--- config.mk ---
export PLATFORM = sky130hd
export DESIGN_NAME = mul_shift8
export DESIGN_NICKNAME = d
export VERILOG_FILES = /design/src/rtl/mul_shift8_pkg.sv /design/src/rtl/mul_shift8.sv
export SDC_FILE = /design/constraint.sdc
export NUM_CORES = 1
export LEC_CHECK = 0
export CAP_MARGIN = 15
export CORE_MARGIN = 4
export CORE_UTILIZATION = 53
export DETAILED_ROUTE_END_ITERATION = 16
export PLACE_DENSITY_LB_ADDON = 0.12
export SETUP_SLACK_MARGIN = 0.3
export SLEW_MARGIN = 20
export SYNTH_ARGS = -nofsm -noshare
export SYNTH_HDL_FRONTEND = slang
export SYNTH_SLANG_ARGS = --single-unit
--- constraint.sdc ---
create_clock -name clk -period 2.85 [get_ports clk]
set_clock_uncertainty 0.15 [all_clocks]
set_input_delay 0.57 -clock clk [delete_from_list [all_inputs] [get_ports clk]]
set_output_delay 0.57 -clock clk [all_outputs]
set_load 0.05 [all_outputs]
--- src/rtl/mul_shift8_pkg.sv ---
// Shared types and constants for the mul_shift8 sequential multiplier.
package mul_shift8_pkg;

    typedef enum logic {
        IDLE = 1'b0,
        RUN  = 1'b1
    } mul_state_t;

    localparam int MUL_DEFAULT_WIDTH = 8;
    localparam int MUL_CNT_W         = $clog2(MUL_DEFAULT_WIDTH + 1);

    // Step-counter width for an arbitrary operand width (must hold the value WIDTH).
    function automatic int mul_cnt_width(input int width);
        return $clog2(width + 1);
    endfunction

endpackage

--- src/rtl/mul_shift8.sv ---
// Shift-and-add multiplier: WIDTH x WIDTH -> 2*WIDTH over WIDTH cycles.
// Define MUL_SHIFT8_SIGNED_EN to honour sgn (two's complement operands).
//
// state | meaning
// IDLE  | waiting for start; product/zero hold the last result
// RUN   | one add/shift step per edge until the counter reaches 0
module mul_shift8
    import mul_shift8_pkg::*;
#(
    parameter int WIDTH = MUL_DEFAULT_WIDTH
) (
    input  logic                   clk,
    input  logic                   rst_n,
    input  logic                   start,
    input  logic [WIDTH-1:0]       a,
    input  logic [WIDTH-1:0]       b,
    input  logic                   sgn,
    output logic                   busy,
    output logic                   done,
    output logic [2*WIDTH-1:0]     product,
    output logic                   zero
);

    localparam int CNT_W = mul_cnt_width(WIDTH);
    localparam logic [CNT_W-1:0]   CNT_ONE  = CNT_W'(1);
    localparam logic [CNT_W-1:0]   CNT_LOAD = CNT_W'(WIDTH);
    localparam logic [WIDTH-1:0]   ONE_W    = WIDTH'(1);
    localparam logic [2*WIDTH-1:0] ONE_P    = (2*WIDTH)'(1);

    mul_state_t state, state_nx;

    logic [CNT_W-1:0]   cnt;
    logic [WIDTH-1:0]   mcand;
    logic [2*WIDTH-1:0] acc;
    logic               neg_q;

    logic               accept;
    logic               finish;
    logic [WIDTH-1:0]   mag_a;
    logic [WIDTH-1:0]   mag_b;
    logic               neg_nx;
    logic [WIDTH:0]     upper_sum;
    logic [2*WIDTH-1:0] acc_step;
    logic [2*WIDTH-1:0] result;

`ifdef MUL_SHIFT8_SIGNED_EN
    // Magnitudes are WIDTH-bit unsigned, so the most-negative value maps to 2^(WIDTH-1).
    always_comb begin
        mag_a  = (sgn && a[WIDTH-1]) ? (~a + ONE_W) : a;
        mag_b  = (sgn && b[WIDTH-1]) ? (~b + ONE_W) : b;
        neg_nx = sgn & (a[WIDTH-1] ^ b[WIDTH-1]);
    end
`else
    // sgn is accepted on the port but has no effect in the unsigned-only build.
    always_comb begin
        mag_a  = a;
        mag_b  = b;
        neg_nx = sgn & 1'b0;
    end
`endif

    always_comb begin
        upper_sum = {1'b0, acc[2*WIDTH-1:WIDTH]} + {1'b0, mcand};
        if (acc[0]) begin
            acc_step = {upper_sum, acc[WIDTH-1:1]};
        end else begin
            acc_step = {1'b0, acc[2*WIDTH-1:1]};
        end
        result = neg_q ? (~acc_step + ONE_P) : acc_step;
    end

    always_ff @(posedge clk or negedge rst_n) begin
        if (!rst_n) begin
            state <= IDLE;
        end else begin
            state <= state_nx;
        end
    end

    always_comb begin
        state_nx = state;
        accept   = 1'b0;
        finish   = 1'b0;
        case (state)
            IDLE: begin
                if (start) begin
                    accept   = 1'b1;
                    state_nx = RUN;
                end
            end
            RUN: begin
                if (cnt == CNT_ONE) begin
                    finish   = 1'b1;
                    state_nx = IDLE;
                end
            end
            default: state_nx = IDLE;
        endcase
    end

    always_ff @(posedge clk or negedge rst_n) begin
        if (!rst_n) begin
            cnt     <= '0;
            mcand   <= '0;
            acc     <= '0;
            neg_q   <= 1'b0;
            busy    <= 1'b0;
            done    <= 1'b0;
            product <= '0;
            zero    <= 1'b1;
        end else begin
            done <= 1'b0;
            if (accept) begin
                mcand <= mag_a;
                acc   <= {{WIDTH{1'b0}}, mag_b};
                cnt   <= CNT_LOAD;
                neg_q <= neg_nx;
                busy  <= 1'b1;
            end else if (state == RUN) begin
                acc <= acc_step;
                cnt <= cnt - CNT_ONE;
                if (finish) begin
                    busy    <= 1'b0;
                    done    <= 1'b1;
                    product <= result;
                    zero    <= (result == '0);
                end
            end
        end
    end

endmodule
==> run summary, run 1 <==
The run finished with clean final reports. The final design utilization was 0.6812. The detailed-route via count was 1661. The area share of the largest cell type after synthesis was 0.4870. The overall die area is 5700 µm². The repair_antennas step left the layout with diodes totalling 0. The area growth from synthesis to layout is 23.68%. The tools report the detailed-routing iteration count for the pre-antenna-repair pass as 4. Class of the most critical setup path: reg2reg.

Wires add up to 4.573 mm. For this design the top-level I/O count stands at 39. Counting along the longest clock path gives a buffer depth of 2. The detail-routed net length per standard cell was 14.90 µm; the area of the core was 4384 µm².

Among all stages on the critical path, the largest delay is contributed by sky130_fd_sc_hd__dfrtp_1. At the later pin of the worst-skew pair, clock insertion delay measures 0.30 ns. Data arrives at the worst endpoint at 2.47 ns.

In this run the remaining antenna-violating nets after routing total 0. The worst path in the final design needs a cycle of 2.400 ns, including I/O delays and setup. The tools report the clock net sink count as 48. In this run the vertical extent of the chip is 75.50 µm. The netlist uses 39 different library cells.

The logs give 0 for the initial antenna violation count and 2 for the number of levels in the clock H-tree. The final hold slack is 0.2036 ns, and the number of nets in the synthesized netlist is 244. The run gives 0.5869 as the worst max-slew margin expressed relative to the limit. Clock tree synthesis inserted a total of 5 buffers. Setup repair after global routing left no endpoint under its margin. STA puts the critical path data required time at 2.92 ns. The tools report the area used by sequential logic in the layout as 1202 µm². The cell area after synthesis was 2415 µm²; the area of combinational cells with multiple inputs was 1150 µm². The primary flip-flop cell chosen by synthesis mapping is sky130_fd_sc_hd__dfrtp_1.

The routability congestion estimate is 0.7139, and the slew at the pin with the worst max-slew slack is 0.6197 ns. Broken down by cell family, the worst path's largest delay share belongs to compound AO/OA/AOI/OAI gates. The fraction of layout cells with a size suffix above 1 is 0.1725, and the count of final hold-check violations is 0. Each instance of the synthesized netlist takes up on average 11.34 µm². The total of warnings raised by yosys is 0.

The layout has 351 filler cells. Clock-pin slew was measured on the worst setup and hold paths at 0.09 ns. For the pin count of the biggest net entering global routing, the log shows 49. The tools report the source of the critical timing path as acc[8]$_DFFE_PN0P_. After routing, the total negative slack on setup checks comes to 0 ns. Global routing usage summed across all routing layers: 0.1848. Power spread over the standard cell area amounts to 1352 nW/µm². Buffers inserted to repair hold after CTS numbered 0. Of all nets on the critical path, the largest fanout is 4.

Global routing finished with a remaining overflow of 0. The tool flagged a number of max-cap violations equal to 0. Detailed placement ended at an HPWL of 3.236 mm. The fraction of registers with async set/reset came out at 1.000. Summed over all instances, the cell type with the most area after synthesis is sky130_fd_sc_hd__dfrtp_1. After detailed routing, the number of vias per cell comes to 5.410. For this design the static power due to leakage is 1.363 nW.

In this run the worst hold path is classified as in2async. The post-synthesis cell count is 213, and the number of enable-type register cells in the synthesized netlist is 0. The worst setup path is launched from a flop. The net count of the finished layout came out at 285. The completed layout was analyzed and its total power is 4.037 mW. The count of endpoints failing setup in the final report came out at 0. The number of buffers inserted by port buffering is 37. The signal on the critical path passes through ha_1 > inv_1 > fa_1 > nor2b_1 > o311a_1 > or2_1 > a211oi_4 > nand4_1 > o32ai_2. The final critical-path share of the clock period was 0.8419. The most common cell in the synthesized netlist is sky130_fd_sc_hd__dfrtp_1. Yosys attributes the largest share of cell area to sky130_fd_sc_hd__dfrtp_1 (49%), sky130_fd_sc_hd__mux2_2 (8.9%), sky130_fd_sc_hd__mux2i_1 (7.0%), sky130_fd_sc_hd__ha_1 (5.2%), sky130_fd_sc_hd__nor2_1 (2.6%).

The tools report the number of global-route vias before repair as 1728. The first global-routing pass estimated 7.872 mm of wire. The floorplan has 24 rows. The worst-case reg-to-reg path depth works out to 9. The number of buffers and inverters on the critical path works out to 1.

Static timing analysis puts the maximum clock frequency at 416.7 MHz. The run gives 0 as the DRC violation count after routing. In this run the critical register-to-register path is captured at zero$_DFFE_PN1P_. The tools report the peak supply drop as 0.6630 mV. Flop-to-flop setup slack: 0.45 ns. The cell at the root of the clock tree is sky130_fd_sc_hd__clkbuf_8. The commonest cells after synthesis are sky130_fd_sc_hd__dfrtp_1 (47), sky130_fd_sc_hd__mux2_2 (19), sky130_fd_sc_hd__mux2i_1 (17), sky130_fd_sc_hd__nor2_1 (17), sky130_fd_sc_hd__nand2_1 (15). Register bit count reported by yosys: 48. STA classifies the critical path endpoint as a flop. The detailed router finished its first iteration with 75 violations. The run gives 0 as the number of slew-limit violations in the final report. The startpoint of the lowest-slack register-to-register path is acc[8]$_DFFE_PN0P_. On the worst path, the slowest cell contributes a delay of 0.42 ns. The fraction of the yosys area taken by sequential cells was 0.4979.

TritonCTS built the clock tree. The horizontal die dimension was 75.50 µm. The tools report the initial core utilization as 0.5508.
## worst max path at each step
stage	endpoint	slack, ns	depth (start not counted)
finish	zero$_DFFE_PN1P_	0.45	9
global route	zero$_DFFE_PN1P_	0.27	9
CTS	zero$_DFFE_PN1P_	0.45	9
detailed placement	zero$_DFFE_PN1P_	0.46	9
global placement	zero$_DFFE_PN1P_	0.49	9
floorplan	zero$_DFFE_PN1P_	0.66	9
## per-stage QoR
stage,setup WS [ns],instances,cell area [µm²]
6_report,0.4505,307,2987
3_3_place_gp,0.4939,297,2843
5_1_grt,0.2683,307,2987
4_1_cts,0.4483,305,2964
2_1_floorplan,0.6609,213,2415
3_5_place_dp,0.4591,297,2843
## what timing repair did
| item | in CTS | in global routing |
|---|---|---|
| resized for setup | 0 | 1 |
| endpoints found under the setup margin | 0 | 1 |
| buffers inserted | 0 | 2 |
## cells by family after synthesis
family | Yosys count | synth area share
AND/OR/NAND/NOR | 54 | 0.1104
adder cells (fa/ha/maj) | 11 | 0.06010
AO/OA/AOI/OAI | 39 | 0.1093
multiplexers | 38 | 0.1715
buffers and inverters | 17 | 0.02901
XOR/XNOR | 6 | 0.02177
flip-flops | 48 | 0.4979
## sequential cells by signal, summed over array words and instances (netlist names)
signal / flops
busy: 1
state: 1
zero: 1
product: 16
done: 1
acc: 16
cnt: 4
mcand: 8
## where the power goes
group          switching [mW]  internal [mW]  total (mW)
sequential              0.294           1.01        1.30
clock                   0.228          0.287       0.515
combinational            1.23          0.988        2.22
total                    1.75           2.29        4.04
## cell usage in the layout (no fill, tap or decap), types with 5 or more instances in the layout
cell                              count
sky130_fd_sc_hd__mux2_2              19
sky130_fd_sc_hd__clkdlybuf4s50_1     36
sky130_fd_sc_hd__nand2b_1             7
sky130_fd_sc_hd__buf_4                8
sky130_fd_sc_hd__a21oi_1             11
sky130_fd_sc_hd__mux2i_1             17
sky130_fd_sc_hd__ha_1                10
sky130_fd_sc_hd__nand2_1             15
sky130_fd_sc_hd__clkbuf_8             6
sky130_fd_sc_hd__nor2_1              17
sky130_fd_sc_hd__o21ai_0             11
sky130_fd_sc_hd__dfrtp_1             47
sky130_fd_sc_hd__inv_1                6
sky130_fd_sc_hd__o31ai_1              5
## per-layer routing
| metal | GRT usage | vias to the layer above | part of all wire |
|---|---|---|---|
| met2 | 0.2857 | 31 | 0.47 |
| met3 | 0.04749 | 10 | 0.041 |
| li1 | - | 836 | - |
| met5 | 0 | - | 0 |
| met4 | 0.07767 | 0 | 0.025 |
| met1 | 0.2479 | 784 | 0.47 |
## layout make-up
type                    instances  area share
clock buffers                   6     0.02765
repair buffers                 45      0.1424
flip-flops and latches         48      0.4026
multi-input cells             148      0.3850
well taps                      52     0.02178
inverters                       6    0.007541
clock inverters                 2     0.01299
Note: power is estimated with default switching activity, not from simulation.
==> run 2, diff against run 1 <==
CORE_UTILIZATION = 48   (was 53)
clock period = 2.17 ns   (was 2.85 ns; I/O delays follow)
==> run summary, run 2 (synthesized netlist as in run 1, its figures left out) <==
The flow ran to the end, but the final reports show violations. The final reports fail on setup timing. The net count of the finished layout was 297 (+4.2%); the detailed-route via count was 1693 (+1.9%). The count of maximum capacitance violations was 0 (unchanged); the data required time of the critical path was 2.24 ns (-0.68 ns). The worst max-slew margin expressed relative to the limit was 0.6589 (+0.07207). For the number of buffers added by the clock tree synthesis step, the log shows 5 (unchanged). The count of final hold-check violations is 0 (unchanged). Routability congestion estimate: 0.7285 (+2.0%). Setup repair after global routing could not meet its margin everywhere. The wire length on met1 came out at 2.322 mm (+8.8%). The routed via count divided by cell count is 5.069 (-6.3%). The leading cell type in the layout, fill and taps excluded was sky130_fd_sc_hd__dfrtp_1. By startpoint and endpoint, the worst setup path is classified as reg2reg. The global routing usage summed across all routing layers was 0.1759 (-0.008899); the fraction of layout cells with a size suffix above 1 was 0.2509 (+0.07839). The logs give 0.6583 (-0.02292) for the final design utilization and 4786 µm² (+9.2%) for the area of the core.

The post-layout minimum cycle time was 2.217 ns (-0.1820 ns); the I/O pin count was 39 (unchanged). The number of global-route vias before repair is 1773 (+2.6%), and the peak supply drop is 0.8915 mV (+34%). The number of slew-limit violations in the final report was 0 (unchanged); the maximum operating frequency was 451.0 MHz (+8.2%).

Tracing the worst setup path back leads to its startpoint at mcand[0]$_DFFE_PN0P_. For the number of diodes, the log shows 0 (unchanged). The slew at the pin with the worst max-slew slack was 0.5137 ns (-0.1061 ns). STA classifies the critical path startpoint as a flop. TritonCTS built the clock tree. The clock latency on the worst-skew pair is 0.30 ns (about the same), and the detail-routed net length per standard cell is 14.55 µm (-2.3%). The largest registers in the layout are acc x16, product x16, mcand x8.

The number of levels in the clock H-tree came out at 2 (unchanged). Pin count of the biggest net entering global routing: 49 (unchanged). The register clock-pin slew on the reported worst setup and hold paths came out at 0.09 ns (about the same). For the placement row count, the log shows 25 (+4.2%). The highest layer touched by signal routing is met4.

The flop-to-flop setup slack came out at -0.05 ns (-0.50 ns). The overall die area is 6230 µm² (+9.3%), and the arrival time at the worst endpoint is 2.29 ns (-0.18 ns). The horizontal die dimension works out to 78.93 µm (+4.5%). The count of endpoints failing setup in the final report was 3 (+3).

For the total congestion overflow after global routing, the log shows 0 (unchanged). The min-delay analysis places its worst path in the category reg2reg. The tools report the detailed-routing iteration count for the pre-antenna-repair pass as 4 (unchanged). The number of buffers inserted by port buffering was 37 (unchanged); the initial antenna violation count was 0 (unchanged).

The ratio of total power to cell area was 1749 nW/µm² (+29%); the leakage power was 1.460 nW (+7.1%). The setup slack after layout is -0.04750 ns (-0.4980 ns), and the DRC marker count from the first detailed-route iteration is 39 (-48%). The run gives 8.576 mm (+8.9%) as the wire length of the first global-routing pass. Endpoint of the most critical setup path: zero$_DFFE_PN1P_. For the sum of net half-perimeters after detailed placement, the log shows 3.358 mm (+3.8%).

The library cells used most frequently in the layout, excluding fill and tap cells, are sky130_fd_sc_hd__dfrtp_1 (47), sky130_fd_sc_hd__buf_4 (18). The run gives -0.09178 ns (-0.5509 ns) as the setup slack after placement. Height of the die: 78.93 µm (+4.5%). The top fanout value on the critical path was 3 (-1). The final critical-path share of the clock period works out to 1.022 (+0.1799). Clock net sink count: 48 (unchanged). The tools report the remaining antenna violation count as 0 (unchanged). The tools report the startpoint of the lowest-slack register-to-register path as mcand[0]$_DFFE_PN0P_. Category of the worst setup path capture point: a flop. The worst-case reg-to-reg path depth was 9 (unchanged). Number of inserted filler cells in the final layout: 390 (+11%). Routed wire length: 4.859 mm (+6.3%). The wire length on met2 was 2.215 mm (+3.7%); the wire length on met3 was 247 µm (+33%). From synthesis to final layout, the design area changed by 30.47%.

The end of the worst register-to-register path is zero$_DFFE_PN1P_. The tools report the DRC violation count after routing as 0 (unchanged). The run gives 2 (unchanged) as the maximum count of clock buffers along a single path.

The cell at the root of the clock tree is sky130_fd_sc_hd__clkbuf_8. The tools report the initial core utilization as 0.5046 (-0.04622).
## run 2: through the flow
step	std cells	hold WS [ns]	power (mW)	setup TNS (ns)	cell area, µm²
after floorplan	213	-0.01159	3.893	0	2456
after global placement	323	0.2896	4.828	-0.09157	2993
after detailed placement	323	0.2926	4.891	-0.1550	2993
after CTS	334	0.3473	5.571	-0.1885	3142
after global routing	334	0.3549	5.978	-0.7008	3151
final	334	0.3399	5.510	-0.08650	3151
## run 2: critical path, stage by stage (launching register included)
cell                       delay, ns
sky130_fd_sc_hd__dfrtp_1        0.39
sky130_fd_sc_hd__ha_2           0.19
sky130_fd_sc_hd__inv_2          0.05
sky130_fd_sc_hd__fa_2           0.21
sky130_fd_sc_hd__nor2b_2        0.05
sky130_fd_sc_hd__o311a_1        0.31
sky130_fd_sc_hd__or2_1          0.22
sky130_fd_sc_hd__a211oi_2       0.22
sky130_fd_sc_hd__nand4_1        0.14
sky130_fd_sc_hd__o32ai_2        0.21
## run 2: worst min-delay path by stage
stage	from	to	slack, ns	depth (start not counted)
after floorplan	rst_n	acc[0]$_DFFE_PN0P_	-0.01	0
after global placement	rst_n	mcand[1]$_DFFE_PN0P_	0.29	2
after detailed placement	rst_n	mcand[1]$_DFFE_PN0P_	0.29	2
after CTS	zero$_DFFE_PN1P_	zero$_DFFE_PN1P_	0.35	2
after global routing	zero$_DFFE_PN1P_	zero$_DFFE_PN1P_	0.35	2
final	zero$_DFFE_PN1P_	zero$_DFFE_PN1P_	0.34	2
## run 2: area by class of cell
type / instances / area (µm²) / area share
flip-flops and latches: 48 / 1202 / 0.3817
multi-input cells: 148 / 1231 / 0.3908
inverters: 6 / 22.52 / 0.007149
repair buffers: 57 / 520.5 / 0.1652
clock buffers: 8 / 90.09 / 0.02859
well taps: 67 / 83.83 / 0.02661
## run 2: timing repair
| item | 4_1_cts | 5_1_grt |
|---|---|---|
| hold buffers | 1 | 0 |
| endpoints found under the hold margin | 47 | 0 |
| setup endpoints to repair | 35 | 20 |
| pin swaps | 8 | 1 |
| gates resized for setup | 28 | 2 |
| buffers inserted | 2 | 0 |
## run 2: metal layers
| layer | track usage | vias up |
|---|---|---|
| met5 | 0 | - |
| met2 | 0.2649 | 33 |
| met4 | 0.05670 | 0 |
| met1 | 0.2478 | 806 |
| li1 | - | 849 |
| met3 | 0.04762 | 5 |
## run 2: power breakdown
part / leakage [nW] / internal [mW] / switching, mW
combinational: 0.836 / 1.53 / 1.78
clock: 0.0455 / 0.260 / 0.284
sequential: 0.578 / 1.33 / 0.328
